### src/rtl/clk_step_ctrl.sv
// clk_step_ctrl: programmable tick generator with free-run (RUN) and
// counted-burst (STEP) modes. It produces a one-cycle tick_en pulse every
// div_eff cycles for a downstream core.
//
// Optional feature macro: CLK_STEP_TICKCNT_EN
//   defined   -> tick_total counts every issued tick (wraps at 2^32).
//   undefined -> tick_total is tied to 0 and no counter flops exist.
//
// Timing: the state register changes on edge E0. A tick is decided in the
// cycle where counter == div_eff-1, and tick_en is registered, so it is seen
// div_eff cycles after E0. If cmd_halt arrives in a tick-deciding cycle, that
// tick is still issued.
module clk_step_ctrl #(
  parameter int unsigned DIV_W       = 28,
  parameter int unsigned DEFAULT_DIV = 500000
) (
  input  logic             clock_in,
  input  logic             reset,
  input  logic             cfg_we,
  input  logic [DIV_W-1:0] cfg_div,
  input  logic             cmd_run,
  input  logic             cmd_halt,
  input  logic             cmd_step,
  input  logic [7:0]       step_count,
  output logic             tick_en,
  output logic             busy,
  output logic [1:0]       state,
  output logic [31:0]      tick_total
);

  localparam int unsigned REM_W = 8;

  typedef enum logic [1:0] {
    ST_HALT = 2'b00,
    ST_RUN  = 2'b01,
    ST_STEP = 2'b10
  } state_t;

  state_t             state_q;
  state_t             state_d;
  logic [DIV_W-1:0]   divisor_q;
  logic [DIV_W-1:0]   divisor_d;
  logic [DIV_W-1:0]   cnt_q;
  logic [DIV_W-1:0]   cnt_d;
  logic [REM_W-1:0]   remaining_q;
  logic [REM_W-1:0]   remaining_d;
  logic [DIV_W-1:0]   div_last;
  logic               at_end;
  logic               tick_d;
  logic               busy_d;

  // State, divider, burst and registered-output flops
  always_ff @(posedge clock_in or posedge reset) begin
    if (reset) begin
      state_q     <= ST_HALT;
      divisor_q   <= DIV_W'(DEFAULT_DIV);
      cnt_q       <= '0;
      remaining_q <= '0;
      tick_en     <= 1'b0;
      busy        <= 1'b0;
    end else begin
      state_q     <= state_d;
      divisor_q   <= divisor_d;
      cnt_q       <= cnt_d;
      remaining_q <= remaining_d;
      tick_en     <= tick_d;
      busy        <= busy_d;
    end
  end

  // Next-state, divider, burst bookkeeping and tick decision
  always_comb begin
    state_d     = state_q;
    divisor_d   = divisor_q;
    cnt_d       = cnt_q;
    remaining_d = remaining_q;
    tick_d      = 1'b0;
    busy_d      = 1'b0;

    // A divisor of 0 behaves as 1, so the last count is 0 in both cases
    div_last = (divisor_q == '0) ? '0 : (divisor_q - DIV_W'(1));
    at_end   = (cnt_q == div_last);

    // Ticks depend only on the current state and counter; a same-cycle halt
    // does not suppress a tick that is already due
    tick_d = (state_q != ST_HALT) && at_end;

    unique case (state_q)
      ST_HALT: begin
        if (cmd_halt) begin
          state_d = ST_HALT;
        end else if (cmd_run) begin
          state_d = ST_RUN;
        end else if (cmd_step) begin
          state_d     = ST_STEP;
          remaining_d = (step_count == '0) ? REM_W'(1) : step_count;
        end
        // The divisor is writable only while halted
        if (cfg_we) begin
          divisor_d = cfg_div;
        end
      end
      ST_RUN: begin
        // cmd_step is ignored while free-running
        if (cmd_halt) begin
          state_d = ST_HALT;
        end
      end
      ST_STEP: begin
        if (cmd_halt) begin
          state_d = ST_HALT;
        end else if (cmd_run) begin
          state_d = ST_RUN;
        end else if (tick_d) begin
          remaining_d = remaining_q - REM_W'(1);
          if (remaining_q <= REM_W'(1)) begin
            state_d = ST_HALT;
          end
        end
      end
      default: begin
        state_d = ST_HALT;
      end
    endcase

    // The counter restarts on every state change so the first tick in a new
    // mode comes a full period later. It stays at 0 while halted.
    if ((state_d != state_q) || (state_q == ST_HALT)) begin
      cnt_d = '0;
    end else if (at_end) begin
      cnt_d = '0;
    end else begin
      cnt_d = cnt_q + DIV_W'(1);
    end

    busy_d = (state_d != ST_HALT);
  end

  assign state = state_q;

`ifdef CLK_STEP_TICKCNT_EN
  logic [31:0] tick_total_q;

  // Running count of issued ticks; it advances on the same edge as tick_en
  always_ff @(posedge clock_in or posedge reset) begin
    if (reset) begin
      tick_total_q <= '0;
    end else if (tick_d) begin
      tick_total_q <= tick_total_q + 32'd1;
    end
  end

  assign tick_total = tick_total_q;
`else
  assign tick_total = '0;
`endif

endmodule

### config.mk
export PLATFORM = sky130hd
export DESIGN_NAME = clk_step_ctrl
export DESIGN_NICKNAME = d
export VERILOG_FILES = /design/src/rtl/clk_step_ctrl.sv
export SDC_FILE = /design/constraint.sdc
export NUM_CORES = 1
export LEC_CHECK = 0
export BUFFER_PORTS_ARGS = -buffer_cell sky130_fd_sc_hd__buf_2
export CAP_MARGIN = 20
export CORE_MARGIN = 4
export CORE_UTILIZATION = 52
export DETAILED_ROUTE_END_ITERATION = 6
export PLACE_DENSITY = 0.77
export SLEW_MARGIN = 25
export SYNTH_ARGS = -nofsm -noshare
export SYNTH_HDL_FRONTEND = slang
export SYNTH_SLANG_ARGS = --single-unit
### constraint.sdc
create_clock -name clock_in -period 3.34 [get_ports clock_in]
set_input_delay 0.835 -clock clock_in [delete_from_list [all_inputs] [get_ports clock_in]]
set_output_delay 0.835 -clock clock_in [all_outputs]
set_load 0.01 [all_outputs]
==> out/metrics.yaml, run 1 <==
clock_tree:
  cts_sinks: 68
  holdBufCountCts: 0
  root_buffer: "clkbuf_8"
  htreeDepth: 3
  insertion_delay_ns: 0.35
  clkTransAtPathRegs_ns: 0.08
  cts_tree: "yes"
  cts.path.max_buffers: 2
  cts_buffers: 9
drt:
  firstDrtPassIters: 5
  via_count: 4292
  ant_nets: 0
  wl_per_cell_um: 17.1
  drcViolationCount: 0
  vias_per_cell: 5.99
  first_iter_violations: 397
  routed_wl_um: 12300
synthesis:
  synth_ff_type: "dfrtp_1"
  yosysUniqueCellTypes: 66
  ys_ff_latch: 68
  synth_edf_count: 0
  synth_seq_area_share_pct: 35.6
  async_flop_share_pct: 100
  synth_area_sq_um: 4800
  syn_inst: 537
  yosys_warnings: 0
  synth_area_per_cell_sq_um: 8.94
timing:
  totalNegativeSetupSlack_ns: -2.90
  clock_skew_ns: 0.0122
  setup_viol_count_final: 29
  tightestPinTransition_ns: 0.640
  layout_min_cycle_time_ns: 3.50
  post-route-period-util_pct: 105
  slew_viol_final: 0
  hold_violations: 0
  grt_setup_unrepaired: "true"
  max_freq_mhz: 286
  slew-limit-headroom_pct: 57.3
  fin_ws_ns: -0.159
place:
  pre_cts_ws_ns: -0.0859
  gp_congestion: 0.882
  hpwl_um: 8470
  numPortBuffers: 45
finish:
  layout-drive-gt1-share_pct: 30.9
  area_growth_pct: 18.7
  layout.nets: 650
  multi_input_area_sq_um: 3020
  diodes: 0
  seq_area_sq_um: 1710
  n_fill_cell: 695
die:
  start_util_pct: 54.3
  design.core.area_sq_um: 8850
  rows: 34
  die_h_um: 104
  num_io_pins: 78
  dieArea_sq_um: 10800
  die_x_um: 104
global_route:
  grt_usage_pct: 21.4
  grt_pass1_wl_um: 19300
  overflow: 0
  antenna_found_initial: 0
  grt_pass1_vias: 4058
  grt_max_degree: 36
critical_path:
  worstPathRequired_ns: 3.61
  worst_setup_path_end_kind: "register"
  cp_max_fo: 7
  crit_path_start_kind: "register"
  crit_type: "reg -> reg"
  arrival_ns: 3.77
outcome:
  violations: "negative setup slack"
  outcome: "finished with violations"
min_path:
  hold_path_class: "in -> async"
pwr:
  p_leak_nw: 2.26
  peakVddDrop_uv: 223
  power_density_nw_per_um2: 417
flow_run:
  drv_cap: 0
-- stage by stage --
step	power, mW	instance area (sq um)	util (%)	hold WS [ns]	instances
final	2.38	5700	64.4	0.423	717
after global routing	2.51	5700	64.4	0.432	717
after CTS	2.31	5360	60.6	0.421	701
after detailed placement	1.67	5160	58.3	0.550	685
after global placement	1.64	5160	58.3	0.530	685
after floorplan	1.52	5000	-	0.505	568
-- Yosys cell counts (5+ instances only) --
master | number | area, sq um
a21oi_1 | 18 | 90.1
a31oi_1 | 9 | 56.3
and3_1 | 5 | 31.3
buf_4 | 32 | 240
clkbuf_1 | 20 | 75.1
dfrtp_1 | 61 | 1530
dfstp_2 | 7 | 184
inv_1 | 13 | 48.8
mux2_2 | 25 | 282
mux2i_1 | 6 | 60.1
nand2_1 | 29 | 109
nand2b_1 | 9 | 56.3
nand3_1 | 25 | 125
nand4_1 | 9 | 56.3
nor2_1 | 58 | 218
nor3_1 | 18 | 90.1
nor4_1 | 16 | 100
o21ai_0 | 21 | 105
o31ai_1 | 5 | 37.5
or3_1 | 10 | 62.6
or4_1 | 5 | 37.5
xnor2_1 | 35 | 307
xor2_1 | 21 | 184
-- final cells by class --
class | instances | area share [%]
Multi-Input combinational cell | 425 | 53.0
Clock buffer | 11 | 2.48
Tap cell | 108 | 2.37
Inverter | 13 | 0.900
Clock inverter | 5 | 0.636
Sequential cell | 68 | 30.0
Timing Repair Buffer | 87 | 10.6
-- sequential cells by signal, indices dropped and copies added (netlist names) --
signal and cells:
divisor_q 28, busy 1, remaining_q 8, state 2, tick_en 1, cnt_q 28
-- cells by family (layout without fill, tap and decap cells) --
group	Yosys count	in the layout	synth area share, %
other	1	32	0.0781
AO/OA/AOI/OAI	87	87	12.0
adder cells (fa/ha/maj)	4	4	1.04
multiplexers	31	31	7.11
buffers and inverters	75	116	9.09
XOR/XNOR	57	57	10.7
AND/OR/NAND/NOR	214	214	24.4
flip-flops	68	68	35.6
-- layer usage --
layer	vias to the layer above	GRT usage (%)	part of all wire [%]
li1	1997	-	-
met4	0	6.65	2.4
met2	167	36.7	51
met5	-	0	0
met1	2102	26.5	40
met3	26	5.46	6.7
-- path summary, 6_finish.rpt --
check | cells after the start | from | endpoint | slack, ns
setup / recovery | 11 | divisor_q[14] | cnt_q[14] | -0.16
setup reg to reg | 11 | divisor_q[14] | cnt_q[14] | -0.16
hold reg to reg | 1 | divisor_q[23] | divisor_q[23] | 0.56
min in group clock_in | 1 | divisor_q[23] | divisor_q[23] | 0.56
hold / removal | 2 | reset | remaining_q[0] | 0.42
max in group asynchronous | 3 | reset | divisor_q[5] | 2.13
-- what timing repair did --
item,4_1_cts,5_1_grt
setup buffers,0,14
resized for setup,6,44
endpoints found under the setup margin,37,37
cloned,0,2
pin swaps,1,17
hold endpoints to repair,0,0
-- worst max-delay path, stage by stage (launching register included) --
cell       delay [ns]
dfrtp_2          0.46
or4_4            0.57
or3_1            0.38
nor2_1           0.29
xnor2_1          0.13
a21oi_1          0.13
nor3_1           0.07
o31ai_2          0.54
nor3_4           0.07
or3b_4           0.45
clkbuf_16        0.19
nor2_1           0.12
-- cells in the final DEF (no fill, tap or decap), types with 10 or more instances in the layout --
cell type  count
dfrtp_1       60
nor2_1        49
buf_2         45
buf_4         36
xnor2_1       34
conb_1        32
nand2_1       29
mux2_2        25
nand3_1       24
xor2_1        21
a21oi_1       18
o21ai_0       16
nor3_1        14
nor4_1        12
inv_1         10
clkbuf_8      10
-- power by group --
part | internal (mW) | total [mW] | switching [mW]
Clock | 0.291 | 0.631 | 0.339
Combinational | 0.326 | 0.684 | 0.358
Sequential | 0.925 | 1.06 | 0.137
Total | 1.54 | 2.38 | 0.834
Power figures use the tool's default switching activity.
==> inputs of run 2 (changes only) <==
Settings changed: ABC_AREA from default to 1, CAP_MARGIN 20 to 15.
==> run 2 against run 1 <==
Net effect:
- global-route usage up 1.0 points
- synthesized area up 2.3%
- power down 5.6%
- die area up 2.1%
- the flow now finishes without violations
- hold slack better by 0.088 ns
- wire length down 2.4%
- critical path type unchanged
- synthesized cell count up 34%
- worst setup slack better by 0.55 ns
==> out/metrics.yaml, run 2 <==
outcome:
  outcome: "complete, no violations"
synthesis:
  synth_xor_area_share_pct: 6.21
  synth_area_leaders: "dfrtp_1 (31%), nand2_1 (13%), nor2_1 (10%)"
  yosysTopAreaCellShare_pct: 31.1
  synth_seq_area_share_pct: 34.8
  yosysUniqueCellTypes: 38
  async_flop_share_pct: 100
  yosysMostFrequentCell: "nand2_1"
  ys_ff_latch: 68
  syn_inst: 717
  synth_area_per_cell_sq_um: 6.85
  yosys-top-cells-count: "nand2_1 (171), nor2_1 (133), inv_1 (79), dfrtp_1 (61), nand3_1 (51)"
  synth-simple-area-share_pct: 37.2
  synthMuxAreaShare_pct: 1.12
  synth_top_family_by_area: "simple AND/OR/NAND/NOR gates"
  yosys_warnings: 0
  synth_edf_count: 0
  synthAdderAreaFrac_pct: 1.02
  synth_compound_area_share_pct: 6.32
  synth_area_sq_um: 4910
  synth_ff_type: "dfrtp_1"
  yosysTopAreaCell: "dfrtp_1"
critical_path:
  critPathMaxStageDelay_ns: 0.39
  worstRegToRegCells: 19
  crit_type: "reg -> reg"
  worst_setup_path_end_kind: "register"
  cp_slowest_cell: "dfrtp_1"
  worstPathRequired_ns: 3.58
  startpoint: "divisor_q[0]"
  regToRegEndpoint: "cnt_q[27]"
  crit_chain: "inv_1 -> ha_2 -> nand2_4 -> nor2_8 -> nand2_2 -> clkinv_2 -> nand2_8 -> nand3_1 -> nand2_1 -> nand2_1 -> nand2_1 -> nor2_1 -> nand2_1 -> nor2_1 -> nand4_1 -> nand2_1 -> nand2_1 -> nand2_4 -> nor2_1"
  r2r_setup_slack_ns: 0.39
  crit_path_start_kind: "register"
  r2r-start: "divisor_q[0]"
  crit_path_frequent_cell: "nand2_1"
  arrival_ns: 3.19
  cp_max_fo: 51
drt:
  wl_met2_um: 5690
  first_iter_violations: 308
  ant_nets: 0
  drcViolationCount: 0
  top_layer_used: "met4"
  vias_per_cell: 5.13
  met1_length_um: 5190
  via_count: 4578
  wl_per_cell_um: 13.4
  routed_wl_um: 12000
  firstDrtPassIters: 5
  dr_wl_met3_um: 719
clock_tree:
  clkTransAtPathRegs_ns: 0.08
  cts_buffers: 9
  cts_sinks: 68
  insertion_delay_ns: 0.37
  post_cts_buffers: 0
  cts_tree: "yes"
  htreeDepth: 3
  cts.path.max_buffers: 2
  root_buffer: "clkbuf_8"
global_route:
  grt_usage_pct: 22.5
  antenna_found_initial: 0
  grt_max_degree: 52
  grt_pass1_vias: 4412
  overflow: 0
  grt_pass1_wl_um: 20100
place:
  numPortBuffers: 45
  place_area_sq_um: 5100
  pre_cts_ws_ns: 0.258
  gp_congestion: 0.947
  hpwl_um: 9340
timing:
  setup_viol_count_final: 0
  totalNegativeSetupSlack_ns: 0
  tightestPinTransition_ns: 0.782
  clock_skew_ns: 0.0117
  slew-limit-headroom_pct: 47.7
  slew_viol_final: 0
  post-route-period-util_pct: 88.4
  layout_min_cycle_time_ns: 2.95
  fin_ws_ns: 0.387
  max_freq_mhz: 339
  grt_setup_unrepaired: "false"
  hold_violations: 0
pwr:
  seq_power_share_pct: 45.1
  share_comb_of_total_power_pct: 22.7
  clock_power_share_pct: 32.2
  p_leak_nw: 2.54
  p_sw_mw: 0.773
  power_density_nw_per_um2: 422
  peakVddDrop_uv: 319
  intPower_mw: 1.47
  p_sw_share_pct: 34.5
die:
  die_x_um: 105
  start_util_pct: 53.2
  design.core.area_sq_um: 9240
  rows: 35
  die_h_um: 105
  dieArea_sq_um: 11100
  num_io_pins: 78
min_path:
  hold_path_class: "reg -> reg"
  hold_depth: 2
  min_to: "divisor_q[13]"
  hold_start: "divisor_q[13]"
finish:
  multi_input_area_sq_um: 2680
  area_growth_pct: 8.20
  final_common_cell: "nand2_1"
  layout-drive-gt1-share_pct: 12.7
  diodes: 0
  seq_area_sq_um: 1710
  postLayoutCellArea_sq_um: 5320
  layout.nets: 805
  final_cell_mix: "nand2_1 (171), nor2_1 (133), inv_1 (78), dfrtp_1 (61), nand3_1 (51)"
  n_fill_cell: 908
  reg_top3: "cnt_q x28, divisor_q x28, remaining_q x8"
  final_util_pct: 57.5
flow_run:
  drv_cap: 0
==> run 2: cell count changes after synthesis, moves of 10 or more <==
| cell | change |
|---|---|
| clkbuf_1 | -14 |
| nand4_1 | +17 |
| inv_1 | +66 |
| a21oi_1 | +11 |
| nand2_1 | +142 |
| or3_1 | -10 |
| mux2_2 | -21 |
| xnor2_1 | -31 |
| nor2_1 | +75 |
| nand3_1 | +26 |
==> run 2: worst max-delay path by stage <==
stage                endpoint  slack (ns)  cells after the start
global placement     cnt_q[1]        0.42                     18
floorplan                busy        0.81                      1
global route        cnt_q[27]        0.04                     19
detailed placement  cnt_q[27]        0.26                     18
finish              cnt_q[27]        0.39                     19
CTS                 cnt_q[27]        0.23                     19
==> run 2: worst max-delay path, delay by kind of cell (launching register included) <==
family	cells	cell delay, ns
simple gates	16	1.88
flops	1	0.39
fa+ha+maj	1	0.29
buf+inv	2	0.27
==> run 2: layout make-up <==
type	count	area share, %
Sequential cell	68	32.2
Tap cell	129	3.04
Multi-Input combinational cell	553	50.4
Inverter	80	5.67
Clock inverter	6	1.34
Timing Repair Buffer	47	4.75
Clock buffer	10	2.59
==> run 2: metrics by stage <==
stage	cells	hold slack, ns	power (mW)
after CTS	893	0.512	2.26
after global placement	877	0.490	1.51
final	893	0.512	2.24
after floorplan	748	0.465	1.42
after detailed placement	877	0.500	1.53
after global routing	893	0.544	2.39
==> run 2: metal layers <==
| metal | vias up | global-route usage, % |
|---|---|---|
| met3 | 30 | 4.45 |
| met4 | 0 | 9.28 |
| met5 | - | 0 |
| met1 | 2081 | 28.5 |
| li1 | 2305 | - |
| met2 | 162 | 37.3 |
==> run 2: timing repair <==
action                     CTS  global route
hold buffers                 0             0
setup endpoints to repair    0            36
gates resized for setup      0             2
==> run 2: power groups by stage <==
stage	clock (mW)	sequential [mW]	combinational (mW)
floorplan	0	0.998	0.422
global placement	0	1.02	0.492
detailed placement	0	1.02	0.506
CTS	0.742	1.01	0.510
global route	0.776	1.02	0.591
finish	0.723	1.01	0.508
==> run 2: cells by family after synthesis <==
logic type               after synthesis
AO/OA/AOI/OAI                         59
XOR/XNOR                              34
adder cells (fa/ha/maj)                4
buffers and inverters                127
flip-flops                            68
multiplexers                           5
other                                  1
AND/OR/NAND/NOR                      419
==> inputs of run 3 (changes only) <==
Settings changed: PLACE_DENSITY 0.77 to 0.85.
==> run 3 against run 2 <==
Net effect:
- clock power shrank 12%
- die area stayed put
- hold slack got worse by 0.0035 ns
- non-clock buffer count rose by 1
- clock skew increased by 0.0023 ns
- sequential power about the same
- register-to-register slack about the same
- power is 4.0% lower
- clock-buffer cell count grew 1
- core utilization is essentially flat
==> out/metrics.yaml, run 3 (synthesized netlist as in run 2, its figures left out) <==
clock_tree:
  post_cts_buffers: 0
  cts_resized: 0
  root_buffer: "clkbuf_8"
  cts_buffers: 9
  clkTransAtPathRegs_ns: 0.07
  cts_tree: "yes"
  cts.path.max_buffers: 2
  holdBufCountCts: 0
  insertion_delay_ns: 0.35
  htreeDepth: 3
  cts_sinks: 68
critical_path:
  critPathMaxStageDelay_ns: 0.38
  arrival_ns: 3.17
  worstPathRequired_ns: 3.56
  cp_max_fo: 51
  crit_chain: "inv_1 -> ha_1 -> nand2_4 -> nor2_8 -> nand2_2 -> clkinv_2 -> nand2_8 -> nand3_1 -> nand2_1 -> nor2_1 -> nand2_1 -> nor2_1 -> nand2_1 -> nor2_2 -> nand4_1 -> nand2_1 -> nand2_1 -> nand2_4 -> nor2_1"
  worst_setup_path_end_kind: "register"
  crit_path_start_kind: "register"
  crit_path_frequent_cell: "nand2_1"
  cp_slowest_cell: "dfrtp_1"
  crit_type: "reg -> reg"
timing:
  hold_violations: 0
  grt_setup_unrepaired: "false"
  layout_min_cycle_time_ns: 2.95
  totalNegativeSetupSlack_ns: 0
  post-route-period-util_pct: 88.3
  tightestPinTransition_ns: 0.869
  slew_viol_final: 0
  holdWs_ns: 0.508
  setup_viol_count_final: 0
  slew-limit-headroom_pct: 42.0
  max_freq_mhz: 339
  clock_skew_ns: 0.0140
drt:
  ant_nets: 0
  firstDrtPassIters: 5
  first_iter_violations: 290
  wl_per_cell_um: 12.9
  drcViolationCount: 0
  via_count: 4569
  routed_wl_um: 11500
  vias_per_cell: 5.11
global_route:
  grt_pass1_vias: 4345
  overflow: 0
  grt_max_degree: 52
  grt_usage_pct: 21.4
  grt_pass1_wl_um: 19500
  antenna_found_initial: 0
die:
  start_util_pct: 53.2
  rows: 35
  die_x_um: 105
  design.core.area_sq_um: 9240
  num_io_pins: 78
  dieArea_sq_um: 11100
  die_h_um: 105
finish:
  reg_top3: "cnt_q x28, divisor_q x28, remaining_q x8"
  layout.nets: 806
  final_cell_mix: "nand2_1 (171), nor2_1 (133), inv_1 (78), dfrtp_1 (61), nand3_1 (51)"
  final_util_pct: 57.5
  layout-drive-gt1-share_pct: 12.7
  n_fill_cell: 915
  postLayoutCellArea_sq_um: 5310
  final_common_cell: "nand2_1"
  area_growth_pct: 8.12
  diodes: 0
outcome:
  outcome: "complete, no violations"
place:
  place_area_sq_um: 5120
  numPortBuffers: 45
  hpwl_um: 8960
  gp_congestion: 0.925
pwr:
  p_leak_nw: 2.54
  peakVddDrop_uv: 206
  power_density_nw_per_um2: 406
flow_run:
  drv_cap: 0
min_path:
  hold_path_class: "reg -> reg"
==> run 3: cell types whose count changed in the layout (fill, tap and decap cells not counted) <==
| cell | before | now |
|---|---|---|
| buf_12 | 1 | 2 |
| bufinv_16 | 1 | 0 |
| clkbuf_8 | 10 | 11 |
| clkinv_2 | 1 | 2 |
| clkinv_4 | 2 | 1 |
| clkinvlp_4 | 2 | 3 |
| ha_1 | 3 | 4 |
| ha_2 | 1 | 0 |
| inv_6 | 1 | 0 |
==> run 3: worst paths after layout <==
kind,startpoint,to,slack (ns),depth (start not counted)
hold reg to reg,divisor_q[13],divisor_q[13],0.51,2
setup / recovery,divisor_q[0],cnt_q[17],0.39,19
max in group asynchronous,reset,divisor_q[18],1.95,3
setup reg to reg,divisor_q[0],cnt_q[17],0.39,19
min in group asynchronous,reset,remaining_q[4],0.66,2
hold / removal,divisor_q[13],divisor_q[13],0.51,2
==> run 3: stage by stage <==
| stage | power, mW | setup WS (ns) | instances |
|---|---|---|---|
| detailed placement | 1.53 | 0.321 | 878 |
| finish | 2.16 | 0.390 | 894 |
| CTS | 2.17 | 0.290 | 894 |
| global placement | 1.51 | 0.459 | 878 |
| global route | 2.30 | 0.0335 | 894 |
| floorplan | 1.42 | 0.805 | 748 |
==> run 3: power breakdown <==
part	internal, mW	switching (mW)	leakage (nW)	total, mW
registers	0.917	0.0962	0.849	1.01
clock network	0.310	0.328	0.0876	0.637
logic	0.186	0.319	1.61	0.505
total	1.41	0.743	2.54	2.16
==> run 3: final cells by class <==
cell class / instances / area, sq um / area share (%)
timing repair buffer: 48 / 273 / 5.13
inverter: 80 / 302 / 5.68
clock inverter: 5 / 36.3 / 0.683
multi-input combinational: 553 / 2680 / 50.4
sequential: 68 / 1710 / 32.2
clock buffer: 11 / 151 / 2.85
tap: 129 / 161 / 3.04
==> run 3: critical path: cells and delay by family, from the launching register on <==
kind	cells	cell delay, ns
adders and majority gates	1	0.32
buffers and inverters	2	0.25
DFF	1	0.38
and+or+nand+nor	16	1.85
==> run 3: per-layer routing <==
metal | GRT usage (%) | vias to the layer above | routed length, um
met5 | 0 | - | 0
met4 | 7.87 | 0 | 238
met3 | 4.20 | 19 | 648
met2 | 36.0 | 133 | 5660
met1 | 27.3 | 2110 | 4940
li1 | - | 2307 | -
